**config.mk**
```make
export PLATFORM = sky130hd
export DESIGN_NAME = uart_tx_fifo
export DESIGN_NICKNAME = d
export VERILOG_FILES = /design/src/rtl/uart_tx_fifo.sv
export SDC_FILE = /design/constraint.sdc
export NUM_CORES = 1
export LEC_CHECK = 0
export CORE_MARGIN = 2
export CORE_UTILIZATION = 40
export CTS_BUF_LIST = sky130_fd_sc_hd__clkbuf_4
export DETAILED_ROUTE_END_ITERATION = 16
export PLACE_DENSITY = 0.61
export SYNTH_ARGS = -nofsm -noshare
export SYNTH_HDL_FRONTEND = slang
export SYNTH_SLANG_ARGS = --single-unit
```
**constraint.sdc**
```tcl
create_clock -name clk -period 7.45 [get_ports clk]
set_clock_uncertainty 0.2 [all_clocks]
set_input_delay 2.235 -clock clk [delete_from_list [all_inputs] [get_ports clk]]
set_output_delay 2.235 -clock clk [all_outputs]
set_load 0.03 [all_outputs]
```
**src/rtl/uart_tx_fifo.sv**
```systemverilog
// UART transmitter with a small transmit FIFO.
// Frame format and baud divisor are latched at each frame start.
module uart_tx_fifo #(
    parameter int DATA_BITS  = 8,
    parameter int FIFO_DEPTH = 4,
    parameter int BAUD_W     = 14
) (
    input  logic                         clk,
    input  logic                         rst_n,
    input  logic [DATA_BITS-1:0]         tx_data,
    input  logic                         tx_valid,
    output logic                         tx_ready,
    input  logic [BAUD_W-1:0]            baud_goal,
    input  logic [1:0]                   parity_mode,
    input  logic                         two_stop,
    output logic                         TX,
    output logic                         tx_busy,
    output logic                         tx_done,
    output logic [$clog2(FIFO_DEPTH):0]  fifo_count
);

    localparam int PW  = $clog2(FIFO_DEPTH);
    localparam int CW  = PW + 1;
    localparam int BCW = $clog2(DATA_BITS + 1);

    typedef enum logic [2:0] {
        S_IDLE,
        S_START,
        S_DATA,
        S_PARITY,
        S_STOP
    } state_e;

    logic [DATA_BITS-1:0] mem_q [FIFO_DEPTH];
    logic [PW-1:0]        wr_ptr_q, rd_ptr_q;
    logic [CW-1:0]        count_q;
    logic                 full, empty, push, pop;
    logic [DATA_BITS-1:0] head;

    state_e               state_q, state_d;
    logic [BAUD_W-1:0]    baud_cnt_q, baud_cnt_d;
    logic [BAUD_W-1:0]    baud_lat_q, baud_lat_d;
    logic [BCW-1:0]       bit_cnt_q, bit_cnt_d;
    logic [DATA_BITS-1:0] shift_q, shift_d;
    logic                 par_bit_q, par_bit_d;
    logic                 par_en_q, par_en_d;
    logic                 two_q, two_d;
    logic                 done_q, done_d;
    logic                 tick, start_frame;

    assign full       = (count_q == CW'(FIFO_DEPTH));
    assign empty      = (count_q == '0);
    assign push       = tx_valid && !full;
    assign head       = mem_q[rd_ptr_q];
    assign tx_ready   = !full;
    assign fifo_count = count_q;
    assign tick       = (baud_cnt_q == baud_lat_q);
    assign tx_busy    = (state_q != S_IDLE);
    assign tx_done    = done_q;

    // FIFO storage; contents need no reset since count gates reads.
    always_ff @(posedge clk) begin
        if (push) mem_q[wr_ptr_q] <= tx_data;
    end

    // FIFO pointers and occupancy.
    always_ff @(posedge clk or negedge rst_n) begin
        if (!rst_n) begin
            wr_ptr_q <= '0;
            rd_ptr_q <= '0;
            count_q  <= '0;
        end else begin
            if (push) wr_ptr_q <= wr_ptr_q + 1'b1;
            if (pop)  rd_ptr_q <= rd_ptr_q + 1'b1;
            case ({push, pop})
                2'b10:   count_q <= count_q + 1'b1;
                2'b01:   count_q <= count_q - 1'b1;
                default: count_q <= count_q;
            endcase
        end
    end

    // Transmitter state and datapath registers.
    always_ff @(posedge clk or negedge rst_n) begin
        if (!rst_n) begin
            state_q    <= S_IDLE;
            baud_cnt_q <= '0;
            baud_lat_q <= '0;
            bit_cnt_q  <= '0;
            shift_q    <= '0;
            par_bit_q  <= 1'b0;
            par_en_q   <= 1'b0;
            two_q      <= 1'b0;
            done_q     <= 1'b0;
        end else begin
            state_q    <= state_d;
            baud_cnt_q <= baud_cnt_d;
            baud_lat_q <= baud_lat_d;
            bit_cnt_q  <= bit_cnt_d;
            shift_q    <= shift_d;
            par_bit_q  <= par_bit_d;
            par_en_q   <= par_en_d;
            two_q      <= two_d;
            done_q     <= done_d;
        end
    end

    // Next-state logic; a frame start pops the FIFO and latches config.
    always_comb begin
        state_d     = state_q;
        baud_cnt_d  = baud_cnt_q;
        baud_lat_d  = baud_lat_q;
        bit_cnt_d   = bit_cnt_q;
        shift_d     = shift_q;
        par_bit_d   = par_bit_q;
        par_en_d    = par_en_q;
        two_d       = two_q;
        done_d      = done_q;
        start_frame = 1'b0;
        pop         = 1'b0;

        if (state_q != S_IDLE) begin
            baud_cnt_d = tick ? '0 : baud_cnt_q + 1'b1;
        end

        unique case (state_q)
            S_IDLE: begin
                if (!empty) start_frame = 1'b1;
            end
            S_START: begin
                if (tick) begin
                    state_d   = S_DATA;
                    bit_cnt_d = '0;
                end
            end
            S_DATA: begin
                if (tick) begin
                    shift_d = shift_q >> 1;
                    if (bit_cnt_q == BCW'(DATA_BITS - 1)) begin
                        bit_cnt_d = '0;
                        state_d   = par_en_q ? S_PARITY : S_STOP;
                    end else begin
                        bit_cnt_d = bit_cnt_q + 1'b1;
                    end
                end
            end
            S_PARITY: begin
                if (tick) begin
                    state_d   = S_STOP;
                    bit_cnt_d = '0;
                end
            end
            S_STOP: begin
                if (tick) begin
                    if (two_q && bit_cnt_q == '0) begin
                        bit_cnt_d = 1;
                    end else if (!empty) begin
                        start_frame = 1'b1;
                    end else begin
                        state_d = S_IDLE;
                        done_d  = 1'b1;
                    end
                end
            end
            default: state_d = S_IDLE;
        endcase

        if (start_frame) begin
            pop        = 1'b1;
            state_d    = S_START;
            baud_cnt_d = '0;
            bit_cnt_d  = '0;
            shift_d    = head;
            par_bit_d  = (^head) ^ (parity_mode == 2'b10);
            par_en_d   = parity_mode[0] ^ parity_mode[1];
            baud_lat_d = baud_goal;
            two_d      = two_stop;
            done_d     = 1'b0;
        end
    end

    // Line level decoded from the current state.
    always_comb begin
        TX = 1'b1;
        unique case (state_q)
            S_START:  TX = 1'b0;
            S_DATA:   TX = shift_q[0];
            S_PARITY: TX = par_bit_q;
            default:  TX = 1'b1;
        endcase
    end

endmodule
```
# Yosys cells after proc, flatten, opt, wreduce, memory -nomap -nowiden
# Memory sizes are Yosys's and may differ from the RTL's.
# Index checks and enable logic that the tools add are counted.
# op_classes
bitwise	2
add_sub_neg	6
n_mux	37
n_reduce_logical	20
eq_ne	21
# op_table
op	n
2-to-1 mux 14 bit	3
2-to-1 mux 3 bit	9
2-to-1 mux 4 bit	6
2-to-1 mux 8 bit	3
!= test 3 bit (second input constant)	8
case mux 3 bit (5 select lines)	1
adder 14 x 1 -> 14 bit (second input constant)	1
equality test 14 bit	1
case mux 4 bit (3 select lines)	1
nonzero test 2 bit	6
2-to-1 mux 1 bit	11
AND reduction 8 bit	1
XOR reduction 8 bit	1
equality test 3 x 2 -> 1 bit (second input constant)	2
equality test 3 bit (second input constant)	2
zero test 3 bit	2
case mux 3 bit (2 select lines)	1
AND reduction 5 bit	1
adder 2 x 1 -> 2 bit (second input constant)	2
adder 4 x 1 -> 4 bit (second input constant)	1
equality test 2 bit (second input constant)	2
equality test 4 x 3 -> 1 bit (second input constant)	1
zero test 4 bit	1
!= test 2 bit (second input constant)	2
15 further kinds	17
# word_totals
ff_bits	54
input_bits	28
n_memories	1
elab_cells	99
ram_bits	32
# memory_table
memory	depth	word_bits	rd	rd_ports_with_merged_regs	write_ports	line_no	text
mem_q	4	8	1	0	1	34	logic [DATA_BITS-1:0] mem_q [FIFO_DEPTH];

# Longest topological paths before layout
# logic_depth
depth_word	8
depth_mapped	13
mapped_depth_nobuf	12

# Worst setup path before layout
# Ideal clock, no wire load.
# synth_timing
path_kind	input to register
startpoint	in tx_valid
endpoint	reg count_q[2] (netlist: fifo_count[2])
path_stages	8
setup_slack_ps	3762
arrival_ps	3407
n_path_buf	0
setup_ps	81
path_cell_list	and2_1 inv_1 ha_1 inv_1 fa_1 xor2_1 nor2_1 xor2_1
# synth_via
elab_chain_len	3
elab_cells_between_ends	5
cone_classes	eq/ne: 2; mux: 1; reduce/logical: 2
# synth_lines
item	line_no	text
start: declaration	11	input logic tx_valid,
logical AND 1 bit (*)	53	assign push = tx_valid && !full;
equality test 2 x 1 -> 1 bit / equality test 2 bit (equally long branches)	75	case ({push, pop})
case mux 3 bit (2 select lines) / nonzero test 2 bit (equally long branches)	-	
end signal: assignment	76	2'b10: count_q <= count_q + 1'b1;
end signal: assignment	77	2'b01: count_q <= count_q - 1'b1;
end signal: assignment	78	default: count_q <= count_q;
end: declaration	36	logic [CW-1:0] count_q;
# Mark *: on every way between the ends. The rest lies on a longest branch, timed or not.
# A chain may end at the register's enable or synchronous reset.

# Worst setup path after layout
# layout_timing
startpoint	reg state_q[2]
endpoint	out tx_busy
# layout_via
elab_chain_len	1
# layout_lines
item	line_no	text
start: declaration	40	state_e state_q, state_d;
start signal: assignment	96	state_q <= state_d;
nonzero test 3 bit	58	assign tx_busy = (state_q != S_IDLE);
end: declaration	17	output logic tx_busy,
# Every way passes these cells.

==> results by group <==
Timing
  • Setup TNS Final: 0 ns
  • Crit path time final: approximately 4.7 ns
  • Final Hold Viols: 0
  • Worst-Margin Slew: 0.6933 ns
  • Setup violators final: 0
  • Peak Freq: approximately 210 MHz
  • Post-route clock period utilization: between 60% and 70%
  • Slew Limit Fails: 0
  • RSZ-0062 raised after global routing: no
  • Max-Slew Margin vs Limit: 53.78%

Floorplan
  • Die area: 11530 sq um
  • Cell row count: 37
  • Number of I/O pins: 35
  • Core ar.: approximately 10000 sq um
  • Initial core utilization: between 40% and 50%
  • Die height: around 110 um
  • Die Wd: roughly 110 um

GRT
  • Gr usage total: between 10% and 20%
  • Antenna violations before repair: 0
  • First-pass GRT wire length: approximately 13000 um
  • Total gr overflow: 0
  • Vias in the first global route: 2645
  • Largest net degree at the start of global routing: 55

Finish
  • Area grow syn2layout: 13.49%
  • Non-Filler Instances: around 500
  • Seq. cell area: about 2300 sq um
  • Multi-input gate area: between 1500 and 2000 sq um
  • Share of layout cells above drive strength 1: between 15 and 20%
  • ANT cells: 0
  • Filler cells: 940
  • Finished Core Util: approximately 47%
  • Nets: 400

Routing
  • Via Count: 2565
  • Wire per inst: ~15 um
  • Via density: around 5.1
  • Initial DRC Count: roughly 130
  • # DRC: 0
  • Final WL: 7586 um
  • Remaining antenna violation count: 0
  • TritonRoute pass-1 iters: 4

CTS
  • CTS resizes: 0
  • Clock Tree Buf Depth: 2
  • CTS sink count: 86
  • Clock Pin Slew Worst Setup and Hold Paths: around 0.16 ns
  • CTS Root Cell: clkbuf_4
  • Cts hold-fix bufs: 0
  • CTS tree: yes
  • Setup Fix Bufs, Post-CTS: 0
  • CTS buffer count: 9
  • # H-tree levels: 3
  • Clock Latency Late Sink: about 0.44 ns

Worst setup path
  • Crit Path Class: reg -> out
  • CP Buf/Inv Count: 2
  • CP Data Arrival Time: approximately 2.3 ns
  • Element type at the critical path end: output port
  • Worst-path cell chain: nor3_1 > inv_1 > clkdlybuf4s50_1
  • Slowest cell delay on critical path: between 0.6 and 0.7 ns
  • Crit path required time: roughly 5.0 ns
  • R2R setup slack: ~4 ns
  • Family with the most delay on the worst path: buffers and inverters
  • Worst path slowest cell: clkdlybuf4s50_1
  • CP max FO: 18
  • Critical path launch point type: register

Power and ir drop
  • Maximum VDD drop: around 0.18 mV
  • Power per Cell Area: about 370 nW/um^2
  • P_leak: roughly 2.1 nW

Placed design
  • Detail Placement HPWL: 5285 um
  • Placed cells: 487
  • RePlAce Congestion: approximately 0.8
  • Port buffer count: 34

Logic synthesis
  • Yosys warning count: 0
  • Synth async-reset ratio: 62.79%
  • Synthesized area per cell: about 13 sq um
  • Most common flop cell mapped by yosys: dfrtp_1
  • Yosys cell types: 52
  • Post-synth EDFFs: 32
  • Net Count, Synth: roughly 370
  • Sequential fraction of the synthesis area: 54.07%
  • Yosys reg bits: between 80 and 90
  • Mapped Area: ~4300 sq um
  • Post-Syn Instances: 329

Status
  • Outcome: finished, final reports clean

Worst hold path
  • Min-Delay Path Class: reg -> reg

Run
  • Max-cap violations: 0
## path summary, 6_finish.rpt
kind	depth (start not counted)	startpoint	end
worst max register to register	12	baud_cnt_q[3]	fifo_count[2]
worst max-delay path	3	state_q[2]	tx_busy
max in group asynchronous	2	rst_n	baud_lat_q[4]
min in group asynchronous	2	rst_n	shift_q[7]
worst min-delay path	1	two_q	two_q
worst min register to register	1	two_q	two_q
## logic make-up (layout without fill, tap and decap cells)
kind of cell	count (synthesis)	in the layout	synth area share, %
fa+ha+maj	10	10	3.101
simple gates	81	81	10.77
buf+inv	29	67	3.218
xor+xnor	29	29	6.115
compound gates	51	51	7.461
mux	43	43	15.27
flops	86	86	54.07
## cell type report
| cell class | instances | area share [%] |
|---|---|---|
| Sequential cell | 86 | 47.64 |
| Multi-Input combinational cell | 214 | 37.64 |
| Timing Repair Buffer | 35 | 7.064 |
| Tap cell | 136 | 3.506 |
| Clock inverter | 7 | 1.521 |
| Clock buffer | 9 | 1.392 |
| Inverter | 16 | 1.237 |
## through the flow
| step | worst slack, ns | cell area (sq um) | power (mW) | hold slack, ns |
|---|---|---|---|---|
| 5_1_grt | 2.544 | 4853 | 1.928 | 0.3685 |
| 6_report | 2.761 | 4853 | 1.793 | 0.3404 |
| 2_1_floorplan | 3.762 | 4277 | 1.377 | 0.2732 |
| 3_3_place_gp | 3.255 | 4712 | 1.531 | 0.2975 |
| 4_1_cts | 2.711 | 4853 | 1.821 | 0.3323 |
| 3_5_place_dp | 3.186 | 4712 | 1.554 | 0.2961 |
## per-layer routing
| layer | global-route usage [%] | share of wire [%] | up-vias |
|---|---|---|---|
| met2 | 23.28 | 48 | 50 |
| met5 | 0 | 0 | - |
| met1 | 18.41 | 47 | 1247 |
| met4 | 4.121 | 0.92 | 0 |
| met3 | 4.237 | 3.9 | 4 |
| li1 | - | - | 1264 |
## state kept, by name (all words and copies together) (netlist names), 3 cells and up
signal and flops:
baud_cnt_q 14, baud_lat_q 14, bit_cnt_q 4, fifo_count 3
mem_q 32, shift_q 8, state_q 3
## cells in the mapped netlist (4+ instances only)
| cell type | count | area (sq um) |
|---|---|---|
| a21o_1 | 4 | 30.03 |
| a21oi_1 | 10 | 50.05 |
| a31oi_1 | 5 | 31.28 |
| and3_1 | 12 | 75.07 |
| clkbuf_1 | 7 | 26.28 |
| dfrtp_1 | 54 | 1351 |
| edfxtp_1 | 32 | 960.9 |
| ha_1 | 9 | 112.6 |
| inv_1 | 16 | 60.06 |
| mux2_2 | 16 | 180.2 |
| mux2_4 | 16 | 240.2 |
| mux4_1 | 6 | 157.7 |
| nand2_1 | 19 | 71.32 |
| nand3_1 | 6 | 30.03 |
| nor2_1 | 13 | 48.80 |
| nor3_1 | 5 | 25.02 |
| o21ai_0 | 19 | 95.09 |
| xnor2_1 | 9 | 78.83 |
| xor2_1 | 19 | 166.4 |
## placed cells by master, fill, tap and decap left out, types with 6 or more instances in the layout
cell type,synthesis,final
dfrtp_1,54,54
clkdlybuf4s50_1,0,33
edfxtp_1,32,32
xor2_1,19,19
nand2_1,19,19
o21ai_0,19,19
inv_1,16,16
mux2_2,16,16
mux2_4,16,16
nor2_1,13,13
and3_1,12,12
a21oi_1,10,10
xnor2_1,9,9
ha_1,9,9
clkbuf_4,0,9
nand3_1,6,6
mux4_1,6,6
## where the power goes
part	total (mW)	leakage (nW)	switching [mW]	internal, mW
Combinational	0.772	1.06	0.363	0.409
Sequential	0.757	0.964	0.117	0.640
Clock	0.264	0.0777	0.185	0.0797
Total	1.79	2.10	0.664	1.13
## worst register-to-register path: stages (launching register included)
cell and delay, ns:
dfrtp_1 0.46, xor2_1 0.16, nor4_1 0.44, nand4_2 0.31, o21ai_4 0.31, nand2_4 0.32
inv_1 0.16, ha_1 0.19, inv_1 0.06, fa_1 0.37, xor2_1 0.15, nor2_1 0.11
xor2_1 0.15
Power figures use the tool's default switching activity.
